`src/rtl/axis_arb_mux_pkg.sv`:
```
// Shared types and helpers for the round-robin AXI-Stream arbiter/mux.
// Holds the FSM state encoding and the grant-index width function.
package axis_arb_mux_pkg;

  typedef enum logic {
    IDLE = 1'b0,
    BUSY = 1'b1
  } state_t;

  // Width of a channel index; never narrower than one bit.
  function automatic int ch_w(input int n);
    return (n > 2) ? $clog2(n) : 1;
  endfunction

endpackage

```
`src/rtl/axis_arb_mux_rr_arbiter.sv`:
```
// Combinational round-robin picker: first requester strictly after i_ptr,
// wrapping past the top channel back to 0 (i_ptr itself is checked last).
module rr_arbiter
  import axis_arb_mux_pkg::*;
#(
  parameter  int N_CH = 8,
  localparam int CH_W = ch_w(N_CH)
) (
  input  logic [N_CH-1:0] i_req,
  input  logic [CH_W-1:0] i_ptr,
  output logic [CH_W-1:0] o_winner,
  output logic            o_any_req
);

  logic w_found;
  int   w_idx;

  always_comb begin
    o_winner = '0;
    w_found  = 1'b0;
    w_idx    = 0;
    for (int k = 1; k <= N_CH; k++) begin
      w_idx = (int'(i_ptr) + k) % N_CH;
      if (!w_found && i_req[w_idx[CH_W-1:0]]) begin
        o_winner = w_idx[CH_W-1:0];
        w_found  = 1'b1;
      end
    end
  end

  assign o_any_req = |i_req;

endmodule

```
`src/rtl/axis_arb_mux.sv`:
```
// N_CH-to-1 AXI-Stream mux with round-robin grant and a one-beat output register.
// Define AXIS_ARB_MUX_LOCK_EN to hold the grant for a whole packet (until s_last).
module axis_arb_mux
  import axis_arb_mux_pkg::*;
#(
  parameter  int N_CH  = 8,
  parameter  int WIDTH = 16,
  localparam int CH_W  = ch_w(N_CH)
) (
  input  logic                  clk,
  input  logic                  rst,
  input  logic [N_CH*WIDTH-1:0] s_data,
  input  logic [N_CH-1:0]       s_valid,
  input  logic [N_CH-1:0]       s_last,
  output logic [N_CH-1:0]       s_ready,
  output logic [WIDTH-1:0]      m_data,
  output logic                  m_valid,
  output logic                  m_last,
  input  logic                  m_ready,
  output logic [CH_W-1:0]       grant_id
);

  state_t            r_state;
  state_t            w_state_nxt;
  logic [CH_W-1:0]   r_grant;
  logic [CH_W-1:0]   r_rr_ptr;
  logic [WIDTH-1:0]  r_m_data;
  logic              r_m_valid;
  logic              r_m_last;

  logic [CH_W-1:0]   w_winner;
  logic              w_any_req;
  logic              w_gnt_valid;
  logic              w_gnt_last;
  logic [WIDTH-1:0]  w_gnt_data;
  logic              w_slot_free;
  logic              w_accept;
  logic              w_arb;
  logic [N_CH-1:0]   w_s_ready;

  rr_arbiter #(.N_CH(N_CH)) u_rr_arbiter (
    .i_req     (s_valid),
    .i_ptr     (r_rr_ptr),
    .o_winner  (w_winner),
    .o_any_req (w_any_req)
  );

  assign w_gnt_valid = s_valid[r_grant];
  assign w_gnt_last  = s_last[r_grant];
  assign w_gnt_data  = s_data[int'(r_grant)*WIDTH +: WIDTH];
  // The output register can take a new beat if empty or draining this cycle.
  assign w_slot_free = !r_m_valid || m_ready;

  always_ff @(posedge clk) begin
    if (rst) r_state <= IDLE;
    else     r_state <= w_state_nxt;
  end

  always_comb begin
    w_state_nxt = r_state;
    w_s_ready   = '0;
    w_accept    = 1'b0;
    w_arb       = 1'b0;
    case (r_state)
      IDLE: begin
        if (w_any_req) begin
          w_arb       = 1'b1;
          w_state_nxt = BUSY;
        end
      end
      BUSY: begin
        w_s_ready[r_grant] = w_slot_free;
        w_accept           = w_slot_free && w_gnt_valid;
`ifdef AXIS_ARB_MUX_LOCK_EN
        if (w_accept && w_gnt_last) w_state_nxt = IDLE;
`else
        if (w_accept) w_state_nxt = IDLE;
`endif
      end
      default: w_state_nxt = IDLE;
    endcase
  end

  always_ff @(posedge clk) begin
    if (rst) begin
      r_grant   <= '0;
      r_rr_ptr  <= CH_W'(N_CH - 1);
      r_m_data  <= '0;
      r_m_last  <= 1'b0;
      r_m_valid <= 1'b0;
    end else begin
      if (w_arb) begin
        r_grant  <= w_winner;
        r_rr_ptr <= w_winner;
      end
      if (w_accept) begin
        r_m_data  <= w_gnt_data;
        r_m_last  <= w_gnt_last;
        r_m_valid <= 1'b1;
      end else if (m_ready) begin
        r_m_valid <= 1'b0;
      end
    end
  end

  assign s_ready  = w_s_ready;
  assign m_data   = r_m_data;
  assign m_valid  = r_m_valid;
  assign m_last   = r_m_last;
  assign grant_id = r_grant;

endmodule

```
`config.mk`:
```
export PLATFORM = sky130hd
export DESIGN_NAME = axis_arb_mux
export DESIGN_NICKNAME = d
export VERILOG_FILES = /design/src/rtl/axis_arb_mux_pkg.sv /design/src/rtl/axis_arb_mux_rr_arbiter.sv /design/src/rtl/axis_arb_mux.sv
export SDC_FILE = /design/constraint.sdc
export NUM_CORES = 1
export LEC_CHECK = 0
export BUFFER_PORTS_ARGS = -buffer_cell sky130_fd_sc_hd__buf_2
export CELL_PAD_IN_SITES_DETAIL_PLACEMENT = 0
export CELL_PAD_IN_SITES_GLOBAL_PLACEMENT = 1
export CORE_ASPECT_RATIO = 1.1
export CORE_MARGIN = 5
export CORE_UTILIZATION = 34
export DETAILED_ROUTE_END_ITERATION = 10
export GPL_TIMING_DRIVEN = 0
export PLACE_DENSITY_LB_ADDON = 0.1
export SETUP_SLACK_MARGIN = 0.15
export SYNTH_ARGS = -nofsm -noshare
export SYNTH_HDL_FRONTEND = slang
export SYNTH_SLANG_ARGS = --single-unit
```
`constraint.sdc`:
```
create_clock -name clk -period 8.6 [get_ports clk]
set_input_delay 1.72 -clock clk [delete_from_list [all_inputs] [get_ports clk]]
set_output_delay 1.72 -clock clk [all_outputs]
set_load 0.01 [all_outputs]
```
After elaboration in Yosys (flattened, before gate mapping)
Cells that the tools add are included.
{"block": "word_totals", "register_bits": 25, "inputBits": 147, "out_inout_bits": 29, "elab_cells": 92}
{"block": "op_classes", "addsub": 8, "n_lt_le_gt_ge": 10, "shift": 1, "n_mux": 45, "bitwise_logic": 2, "n_reduce_logical": 20}
{"op": "$shiftx A128 B8 Y16", "n": 1}
{"op": "$lt A3 B4 Y1 const B", "n": 9}
{"op": "$bmux W1 S3", "n": 10}
{"op": "$mux W1", "n": 24}
{"op": "$mux W3", "n": 8}
{"op": "$add A3 B3 Y3 const B", "n": 4}
{"op": "$logic_and A1 B1 Y1", "n": 9}
{"op": "$and A8 B8 Y8", "n": 1}
{"op": "$logic_not A1 Y1", "n": 8}
{"op": "$mux W8", "n": 1}
{"op": "$reduce_or A8 Y1", "n": 1}
{"op": "$add A3 B1 Y3 const B", "n": 2}
{"op": "$add A3 B2 Y3 const B", "n": 2}
{"op": "$demux W1 S3", "n": 1}
{"op": "$ge A3 B1 Y1 const B", "n": 1}
{"op": "$pmux W1 S2", "n": 1}
{"op": "$reduce_bool A2 Y1", "n": 1}
{"op": "$logic_or A1 B1 Y1", "n": 1}
{"op": "$not A1 Y1", "n": 1}

Longest topological paths before layout
{"block": "logic_depth", "depth_word": 25, "depth_mapped": 12}

Cells and area by module
From an unflattened synthesis, not the netlist that was laid out.
{"block": "hier_totals", "cells_unflattened": 303, "area_unflattened_um2": 3079.2}
{"mod": "axis_arb_mux", "n_inst": 1, "cells_per_inst": 191, "area_per_inst_um2": 2052.0, "seq_area_each_um2": 500.5}
{"mod": "rr_arbiter", "n_inst": 1, "cells_per_inst": 112, "area_per_inst_um2": 1027.2, "seq_area_each_um2": 0.0}

Least setup slack after synthesis
No wires, ideal clock.
{"block": "synth_path", "path_type": "in2out", "start": "input m_ready", "end": "output s_ready[0]", "arrival_ns": 2.468, "setup_slack_ns": 4.412, "cell_stages": 4, "path_cell_list": "nand2b_1 -> nand2_1 -> or2_2 -> nor3_1"}
{"block": "synth_between", "elab_chain_cells": 3}
{"element": "from (decl)", "line": "axis_arb_mux.sv:19", "text": "input logic m_ready,"}
{"element": "$logic_or A1 B1 Y1", "line": "axis_arb_mux.sv:52", "text": "assign w_slot_free = !r_m_valid || m_ready;"}
{"element": "$and A8 B8 Y8 (no line)"}
{"element": "$mux W8", "line": "axis_arb_mux.sv:64", "text": "case (r_state)"}
{"element": "to (decl)", "line": "axis_arb_mux.sv:15", "text": "output logic [N_CH-1:0] s_ready,"}
Every way passes these cells.

Final worst setup path
Same ends and word-level chain as after synthesis.

==> flow_summary.ini <==
[finish]
fin_cells = 556
ff_latch_area_um2 = 500
n_fill_cell = 831
postLayoutCoreUtil_pct = 48.4
nNetsFinal = 598
layout-drive-gt1-share_pct = 52.7
final_cell_area_um2 = 3870
synthToLayoutAreaGrowth_pct = 37.5
most-common-layout-cells = 174 x buf_2, 46 x mux4_2, 31 x nor2_1, 27 x mux2i_1, 25 x dfxtp_1
mostFrequentLayoutCell = buf_2
insertedDiodeCount = 0
multi_input_area_um2 = 2190

[logic_synthesis]
syn_nets = 419
ys_async_sr_fraction_pct = 0
netlist_area_um2 = 2820
synth_edf_count = 0
syn_inst = 270
ys_types = 48
ys_warn_count = 0
ys_ff_latch = 25
synth.avg_cell_area_um2 = 10.4
synthFlopType = dfxtp_1
yosysSeqAreaShare_pct = 17.8

[grt]
grt_pass1_vias = 3166
grt_remaining_overflow = 0
antenna_found_initial = 0
grt_max_degree = 17
track_usage_pct = 19.5
grt_pass1_wl_um = 16200

[timing]
finalSetupViolCount = 0
hold_viol_final = 0
worst_slack_ps = 4250
period_needed_ps = 4350
fin_setup_tns_ps = 0
max_freq_mhz = 230
slew_violations = 0
fin_skew_ps = 9.48
worstMarginPinSlew_ps = 832
finalCritPeriodShare_pct = 50.6
slew_headroom_pct = 44.5
timing.hold.ws_ps = 497
rsz0062_at_grt = false

[pwr]
combinationalPowerShare_pct = 76.0
ir_drop_uv = 98.5
switchingPower_mw = 0.476
power.density_nw_per_um2 = 267
p_total_mw = 1.04
power_switching_share_pct = 46.0
p_leak_nw = 1.68
pwr-share-seq_pct = 16.9
p_int_mw = 0.560
clkPwrFrac_pct = 7.1

[die]
die_y_um = 105
core-area_um2 = 8000
rows = 34
io_pins = 176
initial_core_util_pct = 35.2
die_x_um = 96.8
die-area_um2 = 10200

[placement]
numPortBuffers = 174
hpwl_um = 8830
post_dp_cell_area_um2 = 3820
post-place-ws_ps = 4150
place_congestion = 0.897
dpl.cell_count = 552

[clock_network]
holdBufCountCts = 0
clkTransAtPathRegs_ps = 90
insertion_delay_ps = 270
numCtsBuffers = 3
post_cts_buffers = 0
htreeDepth = 1
clock_path_buffers = 2
cts_tree = yes
numClockSinks = 25
cts-root-buf = clkbuf_8
cts_resized = 0

[setup_path]
worst_setup_path_start_kind = primary input
crit_path_end_kind = primary output
critPathKind = in2out
crit_fanout = 4
cp.arrival_ps = 2630
cp_data_required_time_ps = 6880

[drt]
vias_per_cell = 5.42
wl_um = 10300
wl_per_cell_um = 18.5
drc = 0
route.vias.total = 3014
drt_first_iter_violations = 103
final_antenna_net_count = 0
dr.pass1.iters = 4

[run_status]
status = finished, final reports clean

[job]
cap_violations = 0

[hold_path]
hold_class = reg2reg
[worst max-delay path, stage by stage]
cell and delay (ps):
buf_2 70, nand2b_1 150, nand2_1 90, or2_2 320, nor3_1 120, buf_2 150
[state kept, by name (all words and copies together) (netlist names)]
signal    cells
grant_id      3
m_data       16
m_last        1
m_valid       1
r_rr_ptr      3
r_state       1
[logic make-up after synthesis]
family	after synthesis	synth area share (%)
multiplexers	75	47.2
adder cells (fa/ha/maj)	2	0.888
AND/OR/NAND/NOR	81	14.8
XOR/XNOR	4	1.24
flip-flops	25	17.8
AO/OA/AOI/OAI	52	13.6
buffers and inverters	31	4.53
[power by group through the flow]
stage,clock network [mW],logic [mW],registers (mW)
2_1_floorplan,0,0.574,0.189
3_3_place_gp,0,0.785,0.177
3_5_place_dp,0,0.792,0.179
4_1_cts,0.0773,0.794,0.176
5_1_grt,0.0817,0.870,0.181
6_report,0.0735,0.787,0.176
[final timing paths]
kind / startpoint / end / slack [ps] / cells past startpoint
max: m_ready / s_ready[0] / 4250 / 6
min: m_data[1]$_SDFFE_PP0P_ / m_data[1]$_SDFFE_PP0P_ / 500 / 2
min reg2reg: m_data[1]$_SDFFE_PP0P_ / m_data[1]$_SDFFE_PP0P_ / 500 / 2
max reg2reg: r_rr_ptr[1]$_SDFFE_PP1P_ / r_rr_ptr[2]$_SDFFE_PP1P_ / 4370 / 12
[synthesized netlist by cell type, types with 5 or more instances]
master / count / area, um^2
inv_1: 8 / 30.0
a21oi_1: 7 / 35.0
mux2i_1: 27 / 270
nand2b_1: 8 / 50.1
mux4_2: 46 / 1040
clkbuf_1: 13 / 48.8
dfxtp_1: 25 / 500
buf_1: 8 / 30.0
nor3_1: 9 / 45.0
nand3_1: 5 / 25.0
nand2_1: 11 / 41.3
nor2_1: 31 / 116
o21ai_0: 7 / 35.0
a211oi_1: 18 / 135
[metal layers]
layer | GRT usage [%] | routed length [um] | vias to the layer above
met5 | 0 | 0 | -
met4 | 3.61 | 153 | 0
met3 | 4.10 | 585 | 12
met2 | 35.7 | 5400 | 128
met1 | 23.7 | 4140 | 1442
li1 | - | - | 1432
[final cells by class]
cell class / instances / area share, %
clock inverter: 1 / 0.226
sequential: 25 / 12.9
timing repair buffer: 174 / 22.5
inverter: 8 / 0.775
multi-input combinational: 214 / 56.5
clock buffer: 3 / 1.07
tap: 108 / 3.49
buffer: 23 / 2.52
(Power assumes the default switching activity.)
